===== src/rtl/hazard_pkg.sv =====
// hazard_pkg -- shared types and constants for the pipeline hazard controller (rev 1.0)
`default_nettype none

package hazard_pkg;

  typedef enum logic [1:0] {
    RUN        = 2'd0,
    LOAD_STALL = 2'd1,
    FLUSH      = 2'd2,
    MEM_WAIT   = 2'd3
  } hz_state_e;

  localparam logic [1:0] FWD_NONE   = 2'b00;
  localparam logic [1:0] FWD_MEM_WB = 2'b01;
  localparam logic [1:0] FWD_EX_MEM = 2'b10;

  localparam int FLUSH_CYCLES_DEFAULT = 2;

  // The younger producer (EX/MEM) wins over MEM/WB; x0 never forwards.
  function automatic logic [1:0] fwd_sel(input logic [4:0] src,
                                         input logic       exm_we,
                                         input logic [4:0] exm_rd,
                                         input logic       mwb_we,
                                         input logic [4:0] mwb_rd);
    if (exm_we && (exm_rd != 5'd0) && (exm_rd == src)) return FWD_EX_MEM;
    if (mwb_we && (mwb_rd != 5'd0) && (mwb_rd == src)) return FWD_MEM_WB;
    return FWD_NONE;
  endfunction

endpackage

`default_nettype wire


===== src/rtl/hazard_ctrl_if.sv =====
// hazard_ctrl_if -- pipeline status in, stall/flush/forward controls out (rev 1.0)
`default_nettype none

interface hazard_ctrl_if #(
  parameter int CNT_W = 16
);
  logic [4:0]       ID_rs1, ID_rs2;
  logic             ID_uses_rs1, ID_uses_rs2;
  logic [4:0]       EX_rs1, EX_rs2;
  logic [4:0]       ID_EX_rd;
  logic             ID_EX_memread, ID_EX_regwrite;
  logic [4:0]       EX_MEM_rd;
  logic             EX_MEM_regwrite, EX_MEM_flush;
  logic [4:0]       MEM_WB_rd;
  logic             MEM_WB_regwrite;
  logic             mem_busy;

  logic             pc_stall, IF_ID_stall, ID_EX_stall, EX_MEM_stall;
  logic             ID_EX_bubble;
  logic             IF_ID_flush, ID_EX_flush;
  logic [1:0]       fwd_a, fwd_b;
  logic [CNT_W-1:0] stall_count, flush_count;

  modport master (
    output ID_rs1, ID_rs2, ID_uses_rs1, ID_uses_rs2, EX_rs1, EX_rs2,
           ID_EX_rd, ID_EX_memread, ID_EX_regwrite,
           EX_MEM_rd, EX_MEM_regwrite, EX_MEM_flush,
           MEM_WB_rd, MEM_WB_regwrite, mem_busy,
    input  pc_stall, IF_ID_stall, ID_EX_stall, EX_MEM_stall, ID_EX_bubble,
           IF_ID_flush, ID_EX_flush, fwd_a, fwd_b, stall_count, flush_count
  );

  modport slave (
    input  ID_rs1, ID_rs2, ID_uses_rs1, ID_uses_rs2, EX_rs1, EX_rs2,
           ID_EX_rd, ID_EX_memread, ID_EX_regwrite,
           EX_MEM_rd, EX_MEM_regwrite, EX_MEM_flush,
           MEM_WB_rd, MEM_WB_regwrite, mem_busy,
    output pc_stall, IF_ID_stall, ID_EX_stall, EX_MEM_stall, ID_EX_bubble,
           IF_ID_flush, ID_EX_flush, fwd_a, fwd_b, stall_count, flush_count
  );
endinterface

`default_nettype wire


===== src/rtl/forwarding_unit.sv =====
// forwarding_unit -- combinational operand bypass select for both execute sources (rev 1.0)
`default_nettype none

module forwarding_unit
  import hazard_pkg::*;
(
  input  logic [4:0] ex_rs1_i,
  input  logic [4:0] ex_rs2_i,
  input  logic       ex_mem_we_i,
  input  logic [4:0] ex_mem_rd_i,
  input  logic       mem_wb_we_i,
  input  logic [4:0] mem_wb_rd_i,
  output logic [1:0] fwd_a_o,
  output logic [1:0] fwd_b_o
);

  assign fwd_a_o = fwd_sel(ex_rs1_i, ex_mem_we_i, ex_mem_rd_i, mem_wb_we_i, mem_wb_rd_i);
  assign fwd_b_o = fwd_sel(ex_rs2_i, ex_mem_we_i, ex_mem_rd_i, mem_wb_we_i, mem_wb_rd_i);

endmodule

`default_nettype wire


===== src/rtl/hazard_ctrl.sv =====
// hazard_ctrl -- load-use / memory-wait stall, mispredict flush FSM, forwarding and perf counters (rev 1.0)
`default_nettype none

module hazard_ctrl
  import hazard_pkg::*;
#(
  parameter int FLUSH_CYCLES = FLUSH_CYCLES_DEFAULT,
  parameter int CNT_W        = 16
) (
  input  logic         clk,
  input  logic         reset,
  hazard_ctrl_if.slave bus
);

  localparam logic [2:0] FLUSH_LOAD = 3'(FLUSH_CYCLES - 1);

  hz_state_e        state_q, state_d;
  logic [2:0]       fcnt_q, fcnt_d;
  logic [CNT_W-1:0] stall_q, flush_q;
  logic             lu;
  logic             run_eval;
  logic             lu_en;

  forwarding_unit u_fwd (
    .ex_rs1_i    (bus.EX_rs1),
    .ex_rs2_i    (bus.EX_rs2),
    .ex_mem_we_i (bus.EX_MEM_regwrite),
    .ex_mem_rd_i (bus.EX_MEM_rd),
    .mem_wb_we_i (bus.MEM_WB_regwrite),
    .mem_wb_rd_i (bus.MEM_WB_rd),
    .fwd_a_o     (bus.fwd_a),
    .fwd_b_o     (bus.fwd_b)
  );

  assign lu = bus.ID_EX_memread && (bus.ID_EX_rd != 5'd0) &&
              ((bus.ID_uses_rs1 && (bus.ID_rs1 == bus.ID_EX_rd)) ||
               (bus.ID_uses_rs2 && (bus.ID_rs2 == bus.ID_EX_rd)));

  always_comb begin
    state_d          = state_q;
    fcnt_d           = fcnt_q;
    run_eval         = 1'b0;
    lu_en            = 1'b1;
    bus.pc_stall     = 1'b0;
    bus.IF_ID_stall  = 1'b0;
    bus.ID_EX_stall  = 1'b0;
    bus.EX_MEM_stall = 1'b0;
    bus.ID_EX_bubble = 1'b0;
    bus.IF_ID_flush  = 1'b0;
    bus.ID_EX_flush  = 1'b0;

    case (state_q)
      FLUSH: begin
        bus.IF_ID_flush = 1'b1;
        bus.ID_EX_flush = 1'b1;
        if (fcnt_q <= 3'd1) begin
          fcnt_d  = 3'd0;
          state_d = RUN;
        end else begin
          fcnt_d = fcnt_q - 3'd1;
        end
      end
      MEM_WAIT: begin
        if (bus.mem_busy) begin
          bus.pc_stall     = 1'b1;
          bus.IF_ID_stall  = 1'b1;
          bus.ID_EX_stall  = 1'b1;
          bus.EX_MEM_stall = 1'b1;
        end else begin
          run_eval = 1'b1;
        end
      end
      LOAD_STALL: begin
        // The load that caused the bubble has moved on; do not bubble again.
        run_eval = 1'b1;
        lu_en    = 1'b0;
      end
      default: run_eval = 1'b1;
    endcase

    if (run_eval) begin
      state_d = RUN;
      if (bus.EX_MEM_flush) begin
        bus.IF_ID_flush = 1'b1;
        bus.ID_EX_flush = 1'b1;
        fcnt_d          = FLUSH_LOAD;
        state_d         = (FLUSH_CYCLES > 1) ? FLUSH : RUN;
      end else if (bus.mem_busy) begin
        bus.pc_stall     = 1'b1;
        bus.IF_ID_stall  = 1'b1;
        bus.ID_EX_stall  = 1'b1;
        bus.EX_MEM_stall = 1'b1;
        state_d          = MEM_WAIT;
      end else if (lu && lu_en) begin
        bus.pc_stall     = 1'b1;
        bus.IF_ID_stall  = 1'b1;
        bus.ID_EX_bubble = 1'b1;
        state_d          = LOAD_STALL;
      end
    end
  end

  always_ff @(posedge clk) begin
    if (reset) begin
      state_q <= RUN;
      fcnt_q  <= 3'd0;
      stall_q <= '0;
      flush_q <= '0;
    end else begin
      state_q <= state_d;
      fcnt_q  <= fcnt_d;
      if (bus.pc_stall && (stall_q != '1)) stall_q <= stall_q + 1'b1;
      if (bus.IF_ID_flush && (flush_q != '1)) flush_q <= flush_q + 1'b1;
    end
  end

  assign bus.stall_count = stall_q;
  assign bus.flush_count = flush_q;

  a_stall_flush_excl : assert property (@(posedge clk) disable iff (reset)
    !((bus.pc_stall || bus.IF_ID_stall || bus.ID_EX_stall || bus.EX_MEM_stall || bus.ID_EX_bubble) &&
      (bus.IF_ID_flush || bus.ID_EX_flush)));

endmodule

`default_nettype wire

===== src/flat_wrapper.sv =====
// flat-port wrapper written by rule: the top's interface ports become plain ports
module hazard_ctrl_flat import hazard_pkg::*;
#(
  parameter int FLUSH_CYCLES = FLUSH_CYCLES_DEFAULT,
  parameter int CNT_W        = 16
)
  (clk, reset, bus_ID_rs1, bus_ID_rs2, bus_ID_uses_rs1, bus_ID_uses_rs2, bus_EX_rs1, bus_EX_rs2, bus_ID_EX_rd, bus_ID_EX_memread, bus_ID_EX_regwrite, bus_EX_MEM_rd, bus_EX_MEM_regwrite, bus_EX_MEM_flush, bus_MEM_WB_rd, bus_MEM_WB_regwrite, bus_mem_busy, bus_pc_stall, bus_IF_ID_stall, bus_ID_EX_stall, bus_EX_MEM_stall, bus_ID_EX_bubble, bus_IF_ID_flush, bus_ID_EX_flush, bus_fwd_a, bus_fwd_b, bus_stall_count, bus_flush_count);
  hazard_ctrl_if #(.CNT_W(CNT_W)) bus_i ();
  input  logic clk;
  input  logic reset;
  input wire logic [$bits(bus_i.ID_rs1)-1:0] bus_ID_rs1;
  input wire logic [$bits(bus_i.ID_rs2)-1:0] bus_ID_rs2;
  input wire logic [$bits(bus_i.ID_uses_rs1)-1:0] bus_ID_uses_rs1;
  input wire logic [$bits(bus_i.ID_uses_rs2)-1:0] bus_ID_uses_rs2;
  input wire logic [$bits(bus_i.EX_rs1)-1:0] bus_EX_rs1;
  input wire logic [$bits(bus_i.EX_rs2)-1:0] bus_EX_rs2;
  input wire logic [$bits(bus_i.ID_EX_rd)-1:0] bus_ID_EX_rd;
  input wire logic [$bits(bus_i.ID_EX_memread)-1:0] bus_ID_EX_memread;
  input wire logic [$bits(bus_i.ID_EX_regwrite)-1:0] bus_ID_EX_regwrite;
  input wire logic [$bits(bus_i.EX_MEM_rd)-1:0] bus_EX_MEM_rd;
  input wire logic [$bits(bus_i.EX_MEM_regwrite)-1:0] bus_EX_MEM_regwrite;
  input wire logic [$bits(bus_i.EX_MEM_flush)-1:0] bus_EX_MEM_flush;
  input wire logic [$bits(bus_i.MEM_WB_rd)-1:0] bus_MEM_WB_rd;
  input wire logic [$bits(bus_i.MEM_WB_regwrite)-1:0] bus_MEM_WB_regwrite;
  input wire logic [$bits(bus_i.mem_busy)-1:0] bus_mem_busy;
  output wire logic [$bits(bus_i.pc_stall)-1:0] bus_pc_stall;
  output wire logic [$bits(bus_i.IF_ID_stall)-1:0] bus_IF_ID_stall;
  output wire logic [$bits(bus_i.ID_EX_stall)-1:0] bus_ID_EX_stall;
  output wire logic [$bits(bus_i.EX_MEM_stall)-1:0] bus_EX_MEM_stall;
  output wire logic [$bits(bus_i.ID_EX_bubble)-1:0] bus_ID_EX_bubble;
  output wire logic [$bits(bus_i.IF_ID_flush)-1:0] bus_IF_ID_flush;
  output wire logic [$bits(bus_i.ID_EX_flush)-1:0] bus_ID_EX_flush;
  output wire logic [$bits(bus_i.fwd_a)-1:0] bus_fwd_a;
  output wire logic [$bits(bus_i.fwd_b)-1:0] bus_fwd_b;
  output wire logic [$bits(bus_i.stall_count)-1:0] bus_stall_count;
  output wire logic [$bits(bus_i.flush_count)-1:0] bus_flush_count;
  assign bus_i.ID_rs1 = bus_ID_rs1;
  assign bus_i.ID_rs2 = bus_ID_rs2;
  assign bus_i.ID_uses_rs1 = bus_ID_uses_rs1;
  assign bus_i.ID_uses_rs2 = bus_ID_uses_rs2;
  assign bus_i.EX_rs1 = bus_EX_rs1;
  assign bus_i.EX_rs2 = bus_EX_rs2;
  assign bus_i.ID_EX_rd = bus_ID_EX_rd;
  assign bus_i.ID_EX_memread = bus_ID_EX_memread;
  assign bus_i.ID_EX_regwrite = bus_ID_EX_regwrite;
  assign bus_i.EX_MEM_rd = bus_EX_MEM_rd;
  assign bus_i.EX_MEM_regwrite = bus_EX_MEM_regwrite;
  assign bus_i.EX_MEM_flush = bus_EX_MEM_flush;
  assign bus_i.MEM_WB_rd = bus_MEM_WB_rd;
  assign bus_i.MEM_WB_regwrite = bus_MEM_WB_regwrite;
  assign bus_i.mem_busy = bus_mem_busy;
  assign bus_pc_stall = bus_i.pc_stall;
  assign bus_IF_ID_stall = bus_i.IF_ID_stall;
  assign bus_ID_EX_stall = bus_i.ID_EX_stall;
  assign bus_EX_MEM_stall = bus_i.EX_MEM_stall;
  assign bus_ID_EX_bubble = bus_i.ID_EX_bubble;
  assign bus_IF_ID_flush = bus_i.IF_ID_flush;
  assign bus_ID_EX_flush = bus_i.ID_EX_flush;
  assign bus_fwd_a = bus_i.fwd_a;
  assign bus_fwd_b = bus_i.fwd_b;
  assign bus_stall_count = bus_i.stall_count;
  assign bus_flush_count = bus_i.flush_count;
  hazard_ctrl #(.FLUSH_CYCLES(FLUSH_CYCLES), .CNT_W(CNT_W)) u_core (.clk(clk), .reset(reset), .bus(bus_i));
endmodule

===== config.mk =====
export PLATFORM = sky130hd
export DESIGN_NAME = hazard_ctrl_flat
export DESIGN_NICKNAME = d
export VERILOG_FILES = /design/src/rtl/hazard_pkg.sv /design/src/rtl/hazard_ctrl_if.sv /design/src/rtl/forwarding_unit.sv /design/src/rtl/hazard_ctrl.sv /design/src/flat_wrapper.sv
export SDC_FILE = /design/constraint.sdc
export NUM_CORES = 1
export LEC_CHECK = 0
export CORE_MARGIN = 2
export CORE_UTILIZATION = 35
export CTS_CLUSTER_DIAMETER = 60
export DETAILED_ROUTE_END_ITERATION = 8
export GPL_ROUTABILITY_DRIVEN = 1
export PLACE_DENSITY = 0.69
export REMOVE_ABC_BUFFERS = 1
export SLEW_MARGIN = 5
export SYNTH_ARGS = -nofsm -noshare
export SYNTH_HDL_FRONTEND = slang
export SYNTH_HIERARCHICAL = 1
export SYNTH_SLANG_ARGS = --single-unit

===== constraint.sdc =====
create_clock -name clk -period 5.78 [get_ports clk]
set_input_delay 1.734 -clock clk [delete_from_list [all_inputs] [get_ports clk]]
set_output_delay 1.734 -clock clk [all_outputs]
set_load 0.1 [all_outputs]

## Yosys cells after proc, flatten, opt, wreduce, memory -nomap -nowiden

Cells that the tools add are included.

| word-level totals | value |
|---|---|
| register bits after elaboration | 37 |
| bits of input ports | 45 |
| output and inout port bits | 43 |

| cells by class | value |
|---|---|
| $add $sub $neg | 3 |
| $lt $le $gt $ge | 1 |
| eq/ne operators | 11 |
| muxes and demuxes | 43 |
| reductions and logical operators | 20 |

Operators by type and width:

| operator | count |
|---|---|
| adder 16 x 1 -> 16 bit, second input constant | 2 |
| != test 16 bit, second input constant | 2 |
| == test 5 bit | 6 |
| two-way mux 2 bit | 13 |
| two-way mux 1 bit | 25 |
| nonzero test 5 bit | 3 |
| logical AND 1 bit | 13 |
| two-way mux 3 bit | 4 |
| == test 2 bit, second input constant | 2 |
| nonzero test 2 bit | 2 |
| <= comparator 3 x 1 -> 1 bit, second input constant | 1 |
| subtractor 3 x 1 -> 3 bit, second input constant | 1 |
| == test 2 x 1 -> 1 bit, second input constant | 1 |
| one-hot mux 1 bit (2 select lines) | 1 |
| AND reduction 2 bit | 1 |
| logical OR 1 bit | 1 |

## Longest topological paths before layout

| depth | value |
|---|---|
| depth in word-level cells | 10 |
| gate-level depth with buffers | 9 |

## Hierarchy

Netlist, hierarchy kept.

By module, submodules not included:

| module | times used | cells an instance | area an instance (µm²) | seq. area each (µm²) |
|---|---|---|---|---|
| hazard_ctrl | 1 | 236 | 2,019.4 | 740.7 |
| forwarding_unit | 1 | 34 | 270.3 | 0.0 |

## Worst setup path after synthesis

No wires, ideal clock.

| timing path | value |
|---|---|
| kind | input to output |
| start point | input port bus_EX_MEM_rd[4] |
| end point | output port bus_fwd_a[0] |
| arrival time | 6,132 ps |
| data required time | 4,046 ps |
| path slack | -2,086 ps |
| stages on the path | 4 |
| path buffers | 0 |
| path through | or4_1 o21ai_2 nor4_1 nor4_2 |

| on the way | value |
|---|---|
| longest elaborated chain between the ends | 5 |
| elaborated cells on any way between the ends | 6 |
| those cells by class | 1 x eq/ne; 2 x mux; 3 x reduce/logical |

Ends and longest elaborated chain:

| what | RTL line | text |
|---|---|---|
| start: declaration | flat_wrapper.sv:20 | `input wire logic [$bits(bus_i.EX_MEM_rd)-1:0] bus_EX_MEM_rd;` |
| nonzero test 5 bit | hazard_pkg.sv:25 | `if (exm_we && (exm_rd != 5'd0) && (exm_rd == src)) return FWD_EX_MEM;` |
| logical AND 1 bit | hazard_pkg.sv:25 |  |
| logical AND 1 bit * | hazard_pkg.sv:25 |  |
| two-way mux 1 bit * | hazard_pkg.sv:25 |  |
| two-way mux 2 bit * | hazard_pkg.sv:26 | `if (mwb_we && (mwb_rd != 5'd0) && (mwb_rd == src)) return FWD_MEM_WB;` |
| end: declaration | flat_wrapper.sv:33 | `output wire logic [$bits(bus_i.fwd_a)-1:0] bus_fwd_a;` |

Mark *: on every way between the ends. The rest lies on a longest branch, timed or not.

## Final worst setup path

| timing path | value |
|---|---|
| start point | input port bus_EX_MEM_rd[4] |
| end point | output port bus_fwd_b[0] |

| on the way | value |
|---|---|
| longest elaborated chain between the ends | 5 |
| elaborated cells on any way between the ends | 6 |
| those cells by class | 1 x eq/ne; 2 x mux; 3 x reduce/logical |

Ends and longest elaborated chain:

| what | RTL line | text |
|---|---|---|
| nonzero test 5 bit | hazard_pkg.sv:25 |  |
| logical AND 1 bit | hazard_pkg.sv:25 |  |
| logical AND 1 bit * | hazard_pkg.sv:25 |  |
| two-way mux 1 bit * | hazard_pkg.sv:25 |  |
| two-way mux 2 bit * | hazard_pkg.sv:26 |  |
| end: declaration | flat_wrapper.sv:34 | `output wire logic [$bits(bus_i.fwd_b)-1:0] bus_fwd_b;` |

Marked as above.

==> impl_metrics.tcl <==
set metrics [dict create \
    status "finished clean" \
    rows 29 \
    cts_tree "built" \
    syn_avg_cell_area_um2 8.480 \
    io_pins 88 \
    grt_pass1_wl_um 9887 \
    cp-start-kind "primary input" \
    num_vias 2245 \
    wire_per_inst_um 13.32 \
    yosys_most_used_dff "dfxtp_1" \
    cts-resized-gates 0 \
    drv_cap 0 \
    slew_viol_final 0 \
    min_period_ns 5.383 \
    yosysSeqAreaShare_pct 32.35 \
    netlist_area_mm2 0.002290 \
    irDropWorstVdd_uv 176.0 \
    postSynthCellCount 270 \
    synth_cell_types 46 \
    finalWirelength_um 5793 \
    portBuffers 86 \
    cp-startpoint "bus_EX_MEM_rd[4]" \
    rr_startpoint "u_core/bus.stall_count[0]" \
    netlist_top_cells_count "37 x dfxtp_1, 34 x nor2_1, 23 x xor2_1" \
    post-route-cell-area_mm2 0.003359 \
    placed_area_mm2 0.003273 \
    yosysMostFrequentCell "dfxtp_1" \
    num-nets-final 407 \
    powerDensity_mw_per_mm2 195.9 \
    first_global_vias 2159 \
    skew_ns 0.003146 \
    die_w_um 84.88 \
    clk_latency_ns 0.28 \
    die_h_um 84.88 \
    tightest_slew_ns 0.9952 \
    gp_congestion 0.8202 \
    grt_start_max_net_pins 40 \
    hold_path.startpoint "u_core/bus.stall_count[6]" \
    postCtsHoldBufs 0 \
    synth_top_cell_area_share_pct 32.35 \
    layout-drive-gt1-share_pct 8.659 \
    synth_edf_count 0 \
    clockBufferDepth 2 \
    hold_ws_ns 0.4966 \
    drcViolationCount 0 \
    fmax_mhz 185.8 \
    yosys-top-cells-area "dfxtp_1 32%, xor2_1 8.8%, xnor2_1 8.4%" \
    arrival_ns 3.65 \
    numCtsBuffers 5 \
    total_power_mw 0.6582 \
    core_mm2 0.006350 \
    grt-ovfl-total 0 \
    post_cts_buffers 0 \
    viasPerCell 5.161 \
    gr-usage-all-layers_pct 16.24 \
    fillerInstances 598 \
    path_max_fanout 3 \
    synth_seq_cells 37 \
    syn2layout_area_growth_pct 46.72 \
    die_area_mm2 0.007205 \
    layoutNonFillerInstCount 435 \
    period_share_pct 93.14 \
    worst-setup-path-type "primary input to output pin" \
    path_clk_slew_ns 0.07 \
    final_antenna_net_count 0 \
    place_inst 428 \
    p_leak_nw 1.148 \
    dp_hpwl_um 4366 \
    synth_largest_area_cell "dfxtp_1" \
    first_pass_iters 4 \
    setup_viol 0 \
    relSlewSlack_pct 33.44 \
    rsz0062_at_grt "false" \
    initial_core_util_pct 36.06 \
    ys_warn_count 6 \
    min_path_type "flop to flop" \
    htree_num_levels 2 \
    cp-end-kind "output pin" \
    cts_root_buf "clkbuf_8" \
    hold_violations 0 \
    dr.first_iter.drc_count 95 \
    cts_sinks 37 \
    antenna_cells 0 \
    synth-async-reset-ratio_pct 0 \
    cp.required_ns 4.05 \
    antenna_found_initial 0 \
]
## layout by cell type, fill, tap and decap left out, types with 2 or more instances in the layout
cell type and count:
clkdlybuf4s50_1 75, dfxtp_1 37, nor2_1 34, xor2_1 23, xnor2_1 22, nand2_1 15, a21oi_1 14, nand3_1 13
nand4_1 13, or3_1 9, buf_4 8, inv_1 8, o21ai_1 8, buf_12 7, nor4_1 7, clkbuf_8 6
nor3_1 5, and2_1 4, nor2b_1 4, or4_1 4, ha_1 4, nand2b_1 3, nor3b_1 3, nor4_2 3
and3_1 3, mux2_1 3, a21o_1 2, o31ai_1 2, mux2i_1 2
## path summary, 6_finish.rpt
check / slack (ns) / end / cells after the start
max: 0.40 / bus_fwd_b[0] / 6
min reg2reg: 0.50 / u_core/bus.stall_count[6] / 2
min: 0.50 / u_core/bus.stall_count[6] / 2
max reg2reg: 3.21 / u_core/bus.stall_count[5] / 7
## state kept, by name, indices dropped and copies added (netlist names)
name and cells:
u_core/bus.stall_count 16, u_core/bus.flush_count 16, u_core/fcnt_q 3, u_core/state_q 2
## report_power, final
part	total [mW]	switching (mW)	internal [mW]
Clock	0.181	0.0865	0.0946
Combinational	0.205	0.128	0.0773
Sequential	0.272	0.00977	0.262
## logic make-up (layout without fill, tap and decap cells)
group	after synthesis	in the layout	share of synthesized area [%]
simple gates	124	124	29.13
xor+xnor	45	45	17.21
compound gates	38	38	12.68
flops	37	37	32.35
buf+inv	17	105	4.098
mux	5	5	2.350
fa+ha+maj	4	4	2.186
## per-layer routing
metal  share of wire [%]  routed length [um]  track usage [%]  up-vias
met5                   0                   0                0        -
met4                 1.3                  73            4.473        0
met3                 7.0                 407            4.086        8
met2                  44                2562            26.70       76
met1                  47                2749            21.25     1022
li1                    -                   -                -     1139
## area by class of cell
cell class / instances / area (um^2) / area share (%)
tap: 77 / 96.34 / 2.868
inverter: 8 / 30.03 / 0.8939
multi-input combinational: 216 / 1455 / 43.31
sequential: 37 / 740.7 / 22.05
timing repair buffer: 90 / 950.9 / 28.31
clock buffer: 7 / 86.33 / 2.570
## worst max-delay path, stage by stage
cell and delay (ns):
clkdlybuf4s50_1 0.48, or4_1 0.55, o21ai_2 0.16, nor4_1 0.11, nor4_2 0.38, buf_12 0.22
## through the flow
step                TNS, ns  worst slack (ns)  util (%)
floorplan            -8.674            -2.086         -
global placement          0            0.3774     51.55
detailed placement        0            0.4057     51.55
CTS                       0            0.3844     52.91
global route              0            0.2961     52.91
finish                    0            0.3967     52.91
No activity file was read; power rests on OpenSTA's default activity.
